$ cat config.mk
export PLATFORM = sky130hd
export DESIGN_NAME = storage_arbiter_flat
export DESIGN_NICKNAME = d
export VERILOG_FILES = /design/src/rtl/storage_arbiter_if.sv /design/src/rtl/storage_arbiter.sv /design/src/flat_wrapper.sv
export SDC_FILE = /design/constraint.sdc
export NUM_CORES = 1
export LEC_CHECK = 0
export BUFFER_PORTS_ARGS = -buffer_cell sky130_fd_sc_hd__buf_2
export CAP_MARGIN = 5
export CORE_AREA = 8 8 132 134
export DETAILED_ROUTE_END_ITERATION = 16
export DIE_AREA = 0 0 140 142
export PLACE_DENSITY = 0.73
export SLEW_MARGIN = 30
export SYNTH_ARGS = -nofsm -noshare
export SYNTH_HDL_FRONTEND = slang
export SYNTH_SLANG_ARGS = --single-unit
export TNS_END_PERCENT = 50
$ cat constraint.sdc
create_clock -name clk -period 4.1 [get_ports clk]
set_input_delay 0.41 -clock clk [delete_from_list [all_inputs] [get_ports clk]]
set_output_delay 0.41 -clock clk [all_outputs]
set_load 0.01 [all_outputs]
$ cat src/rtl/storage_arbiter_if.sv
// Requester-side bus of the storage arbiter: per-requester req/write/address/data lanes
// and the shared grant/response return path.
interface storage_arbiter_if #(
    parameter int NUM_REQ = 3
);
    logic [NUM_REQ-1:0]         req;
    logic [NUM_REQ-1:0]         we;
    logic [NUM_REQ-1:0][31:0]   addr;
    logic [NUM_REQ-1:0][31:0]   wdata;
    logic [NUM_REQ-1:0][3:0]    be;
    logic [NUM_REQ-1:0]         gnt;
    logic [NUM_REQ-1:0]         rvalid;
    logic [31:0]                rdata;
    logic                       err;

    modport master (
        output req, we, addr, wdata, be,
        input  gnt, rvalid, rdata, err
    );

    modport slave (
        input  req, we, addr, wdata, be,
        output gnt, rvalid, rdata, err
    );
endinterface

$ cat src/rtl/storage_arbiter.sv
// Round-robin arbiter sharing the storage_controller memory port between requesters,
// with SRAM/QSPI region decode, response timeout and a sticky programming-mode halt.
module storage_arbiter #(
    parameter int          NUM_REQ        = 3,
    parameter logic [31:0] EXT_BASE       = 32'h0000_1000,
    parameter int          TIMEOUT_CYCLES = 1024
) (
    input  logic                clk,
    input  logic                rst,
    storage_arbiter_if.slave    bus,
    output logic                busy,
    input  logic                set_programming_mode,
    output logic                mem_access,
    output logic                mem_is_writing,
    output logic [31:0]         mem_addr,
    output logic [31:0]         mem_d_in,
    output logic [3:0]          mem_be,
    output logic                mem_external,
    input  logic [31:0]         mem_d_out,
    input  logic                mem_out_valid
);
    localparam int IW = $clog2(NUM_REQ);
    localparam int SW = IW + 1;
    localparam int CW = $clog2(TIMEOUT_CYCLES + 1);

    typedef enum logic [1:0] {IDLE, ISSUE, RESP, HALT} state_t;

    state_t             state_reg, state_next;
    logic [IW-1:0]      last_grant_reg, idx_reg, sel_idx;
    logic               we_reg, err_reg, halt_resp_reg;
    logic [31:0]        addr_reg, wdata_reg, rdata_reg;
    logic [3:0]         be_reg;
    logic [CW-1:0]      cnt_reg;

    logic [2*NUM_REQ-1:0] req_dbl, rot_req;
    logic [SW-1:0]      start, offset, sum;
    logic               sel_valid, grant_fire, resp_fire, cnt_done;

    // Rotate the request vector so bit 0 is the requester after the last winner.
    assign req_dbl = {bus.req, bus.req};

    always_comb begin
        start     = SW'(last_grant_reg) + SW'(1);
        rot_req   = req_dbl >> start;
        sel_valid = 1'b0;
        offset    = '0;
        for (int j = NUM_REQ - 1; j >= 0; j--) begin
            if (rot_req[j]) begin
                sel_valid = 1'b1;
                offset    = SW'(j);
            end
        end
        sum = start + offset;
        if (sum >= SW'(NUM_REQ)) begin
            sum = sum - SW'(NUM_REQ);
        end
        sel_idx = sum[IW-1:0];
    end

    assign grant_fire = rst && (state_reg == IDLE) && !set_programming_mode && sel_valid;
    assign resp_fire  = (state_reg == RESP) || ((state_reg == HALT) && halt_resp_reg);
    assign cnt_done   = (cnt_reg == CW'(TIMEOUT_CYCLES - 1));

    generate
        for (genvar gi = 0; gi < NUM_REQ; gi++) begin : g_onehot
            assign bus.gnt[gi]    = grant_fire && (sel_idx == IW'(gi));
            assign bus.rvalid[gi] = resp_fire && (idx_reg == IW'(gi));
        end
    endgenerate

    always_comb begin
        state_next = state_reg;
        if (set_programming_mode) begin
            state_next = HALT;
        end else begin
            case (state_reg)
                IDLE:    if (sel_valid) state_next = ISSUE;
                ISSUE:   if (mem_out_valid || cnt_done) state_next = RESP;
                RESP:    state_next = IDLE;
                HALT:    state_next = HALT;
                default: state_next = IDLE;
            endcase
        end
    end

    always_ff @(posedge clk) begin
        if (!rst) begin
            state_reg      <= IDLE;
            last_grant_reg <= IW'(NUM_REQ - 1);
            idx_reg        <= '0;
            we_reg         <= 1'b0;
            addr_reg       <= '0;
            wdata_reg      <= '0;
            be_reg         <= '0;
            cnt_reg        <= '0;
            rdata_reg      <= '0;
            err_reg        <= 1'b0;
            halt_resp_reg  <= 1'b0;
        end else begin
            state_reg     <= state_next;
            halt_resp_reg <= 1'b0;
            if (grant_fire) begin
                idx_reg        <= sel_idx;
                last_grant_reg <= sel_idx;
                we_reg         <= bus.we[sel_idx];
                addr_reg       <= bus.addr[sel_idx];
                wdata_reg      <= bus.wdata[sel_idx];
                be_reg         <= bus.be[sel_idx];
                cnt_reg        <= '0;
            end
            if (state_reg == ISSUE) begin
                cnt_reg <= cnt_reg + CW'(1);
                // Programming mode wins over a coincident out_valid: the access is aborted.
                if (set_programming_mode) begin
                    halt_resp_reg <= 1'b1;
                    rdata_reg     <= '0;
                    err_reg       <= 1'b1;
                end else if (mem_out_valid) begin
                    rdata_reg <= mem_d_out;
                    err_reg   <= 1'b0;
                end else if (cnt_done) begin
                    rdata_reg <= '0;
                    err_reg   <= 1'b1;
                end
            end
        end
    end

    assign bus.rdata      = rdata_reg;
    assign bus.err        = err_reg;
    assign busy           = (state_reg != IDLE);
    assign mem_access     = (state_reg == ISSUE);
    assign mem_is_writing = we_reg;
    assign mem_addr       = addr_reg;
    assign mem_d_in       = wdata_reg;
    assign mem_be         = be_reg;
    assign mem_external   = (addr_reg >= EXT_BASE);
endmodule

$ cat src/flat_wrapper.sv
// flat-port wrapper written by rule: the top's interface ports become plain ports
module storage_arbiter_flat 
#(
    parameter int          NUM_REQ        = 3,
    parameter logic [31:0] EXT_BASE       = 32'h0000_1000,
    parameter int          TIMEOUT_CYCLES = 1024
)
  (clk, rst, busy, set_programming_mode, mem_access, mem_is_writing, mem_addr, mem_d_in, mem_be, mem_external, mem_d_out, mem_out_valid, bus_req, bus_we, bus_addr, bus_wdata, bus_be, bus_gnt, bus_rvalid, bus_rdata, bus_err);
  storage_arbiter_if #(.NUM_REQ(NUM_REQ)) bus_i ();
  input  logic clk;
  input  logic rst;
  output logic busy;
  input  logic set_programming_mode;
  output logic mem_access;
  output logic mem_is_writing;
  output logic [31:0] mem_addr;
  output logic [31:0] mem_d_in;
  output logic [3:0] mem_be;
  output logic mem_external;
  input  logic [31:0] mem_d_out;
  input  logic mem_out_valid;
  input wire logic [$bits(bus_i.req)-1:0] bus_req;
  input wire logic [$bits(bus_i.we)-1:0] bus_we;
  input wire logic [$bits(bus_i.addr)-1:0] bus_addr;
  input wire logic [$bits(bus_i.wdata)-1:0] bus_wdata;
  input wire logic [$bits(bus_i.be)-1:0] bus_be;
  output wire logic [$bits(bus_i.gnt)-1:0] bus_gnt;
  output wire logic [$bits(bus_i.rvalid)-1:0] bus_rvalid;
  output wire logic [$bits(bus_i.rdata)-1:0] bus_rdata;
  output wire logic [$bits(bus_i.err)-1:0] bus_err;
  assign bus_i.req = bus_req;
  assign bus_i.we = bus_we;
  assign bus_i.addr = bus_addr;
  assign bus_i.wdata = bus_wdata;
  assign bus_i.be = bus_be;
  assign bus_gnt = bus_i.gnt;
  assign bus_rvalid = bus_i.rvalid;
  assign bus_rdata = bus_i.rdata;
  assign bus_err = bus_i.err;
  storage_arbiter #(.NUM_REQ(NUM_REQ), .EXT_BASE(EXT_BASE), .TIMEOUT_CYCLES(TIMEOUT_CYCLES)) u_core (.clk(clk), .rst(rst), .bus(bus_i), .busy(busy), .set_programming_mode(set_programming_mode), .mem_access(mem_access), .mem_is_writing(mem_is_writing), .mem_addr(mem_addr), .mem_d_in(mem_d_in), .mem_be(mem_be), .mem_external(mem_external), .mem_d_out(mem_d_out), .mem_out_valid(mem_out_valid));
endmodule
==> reports/qor.yml <==
outcome: "completed"
die_x_um: 140
internal_power_mw: 2.891
vias: 6328
synth_simple_gate_area_frac: 0.1895
synthCells: 633
first_pass_iters: 5
grt_overflow: 0
cp_data_required_time_ns: 3.69
ff2ff_path_depth: 12
grt_max_degree: 75
gp_congestion: 0.8532
wl_per_cell_um: 18.57
wl_met2_um: 10470
clkTransAtPathRegs_ns: 0.06
clk_latency_ns: 0.41
synth_area_leaders: "dfxtp_1, nand3_1, mux2i_1"
maxSlewHeadroom: 0.4448
maxSlewViolCount: 0
synth_fa_ha_area_frac: 0.01825
path_max_fanout: 16
synth-xor-area-share: 0
async_reset_ff_frac: 0
io_pins: 357
fmax_ghz: 0.2705
power_switching_mw: 1.684
combPwrFrac: 0.404
synth_top_area_share: 0.4041
n_fill_cell: 1426
muxShareOfSynthArea: 0.1244
skew_ns: 0.01106
numClockSinks: 119
seq_area_frac_synth: 0.4041
cts_inserted_buffers: 17
max_cap_viol_count: 0
die_area_um2: 19880
synth_edf_count: 0
yosysTopAreaCell: "dfxtp_1"
p_seq_frac: 0.306
clkPwrFrac: 0.290
design_area_um2: 8284
avgViaCountPerCell: 5.469
ctsHoldBuffers: 0
postSynthAreaPerCell_um2: 9.314
start_util: 0.3822
clockBufferDepth: 2
arrival_ns: 3.29
finalHoldViolCount: 0
portBuffers: 356
hold_depth: 2
final_core_util: 0.5371
drtIter0Drc: 392
dp.final_hpwl_um: 16140
grt_pass1_wl_um: 32710
grt.total_usage: 0.2028
drt-total-wl_um: 21490
antenna_found_initial: 0
rsz0062_at_grt: "no"
ys_ff_latch: 119
setup_violations: 0
ctsRootBufferMaster: "clkbuf_16"
multiInputGateArea_um2: 3199
ir_worst_vdd_v: 0.0003897
finalCritPeriodShare: 0.9015
placed_area_um2: 7755
nets: 1206
leakagePower_nw: 3.912
syn_area_um2: 5896
chipHeight_um: 142
seqCellArea_um2: 2382
top_layer: "met4"
synth_nets: 887
cts_resized: 0
met1_length_um: 8721
p_sw_frac: 0.3681
crit_path_start_kind: "flip-flop"
synthFlopType: "dfxtp_1"
layout_common_cells: "buf_2, nand3_1, dfxtp_1"
grt_pass1_vias: 6240
synth_top_family_by_area: "compound AO/OA/AOI/OAI gates"
row_count: 46
yosys_warnings: 0
critPathKind: "reg -> out"
htreeDepth: 4
worstHoldPathType: "in -> reg"
postCtsSetupBuffers: 0
final_common_cell: "buf_2"
dr_wl_met3_um: 1739
powerDensity_nw_per_um2: 552.3
syn_to_final_growth_pct: 40.51
drive_gt1_frac: 0.4311
coreArea_um2: 15420
drc: 0
synth_compound_area_frac: 0.2056
worst_setup_path_end_kind: "primary output"
ys_types: 52
tightest_slew_ns: 0.8328
fin_crit_ns: 3.696
cts_tree: "built"
ant_nets: 0
fin_tns_setup_ns: 0
n_antenna_cell: 0
==> synthesized netlist by cell type, types with 7 or more instances <==
cell and number:
a22o_1 32, nand3_1 147, clkbuf_1 36, a21oi_1 16, inv_1 8, ha_1 7
dfxtp_1 119, nor3_1 7, buf_2 19, nor2_1 10, o21ai_1 8, mux2i_1 71
o221ai_1 69, nand2_1 9, buf_4 8
==> power groups by stage <==
stage               registers [mW]  clock network (mW)  logic (mW)
floorplan                     1.47                   0        1.22
CTS                           1.40                1.36        1.87
global route                  1.42                1.41        1.99
global placement              1.42                   0        1.83
detailed placement            1.42                   0        1.86
finish                        1.40                1.33        1.85
==> cells by family (layout without fill, tap and decap cells) <==
family          Yosys count  after routing
simple gates            210            210
compound gates          146            146
flops                   119            119
buf+inv                  77            409
mux                      73             73
fa+ha+maj                 8              8
==> critical path, stage by stage, from the launching register on <==
cell and delay (ns):
dfxtp_1 0.57, nor2_1 0.09, a21oi_1 0.13, mux2i_1 0.09, ha_1 0.19, inv_1 0.06, fa_1 0.43, ha_1 0.22
or3_1 0.42, o21ai_4 0.31, nor2b_1 0.23, buf_2 0.16
==> cell type report <==
cell class | count | share of cell area
clock buffers | 17 | 0.05135
clock inverters | 15 | 0.01254
inverters | 9 | 0.004078
multi-input cells | 437 | 0.3862
flip-flops and latches | 119 | 0.2876
well taps | 192 | 0.02900
repair buffers | 368 | 0.2293
==> worst paths after layout <==
check,slack (ns),to,from
min reg2reg,0.47,u_core.bus.rdata[16]$_SDFFE_PN0P_,u_core.bus.rdata[16]$_SDFFE_PN0P_
max,0.40,bus_gnt[0],u_core.idx_reg[0]$_SDFFE_PN0P_
min,0.22,u_core.bus.rdata[21]$_SDFFE_PN0P_,mem_d_out[21]
max reg2reg,0.72,u_core.mem_d_in[6]$_SDFFE_PN0P_,u_core.idx_reg[0]$_SDFFE_PN0P_
==> routing by layer <==
metal | GRT usage | up-vias
met4 | 0.07143 | 0
met1 | 0.2294 | 2917
met5 | 0 | -
li1 | - | 3112
met2 | 0.3426 | 264
met3 | 0.07917 | 35
==> per-stage QoR <==
step,hold WS [ns],std cells,setup slack [ns],total power [mW]
floorplan,0.4589,633,0.6455,2.696
global placement,0.4531,1125,0.6255,3.253
detailed placement,0.4527,1125,0.5602,3.281
CTS,0.1942,1157,0.3531,4.627
global route,0.2023,1157,0.1126,4.819
finish,0.2184,1157,0.4037,4.575
Note: power is estimated with default switching activity, not from simulation.
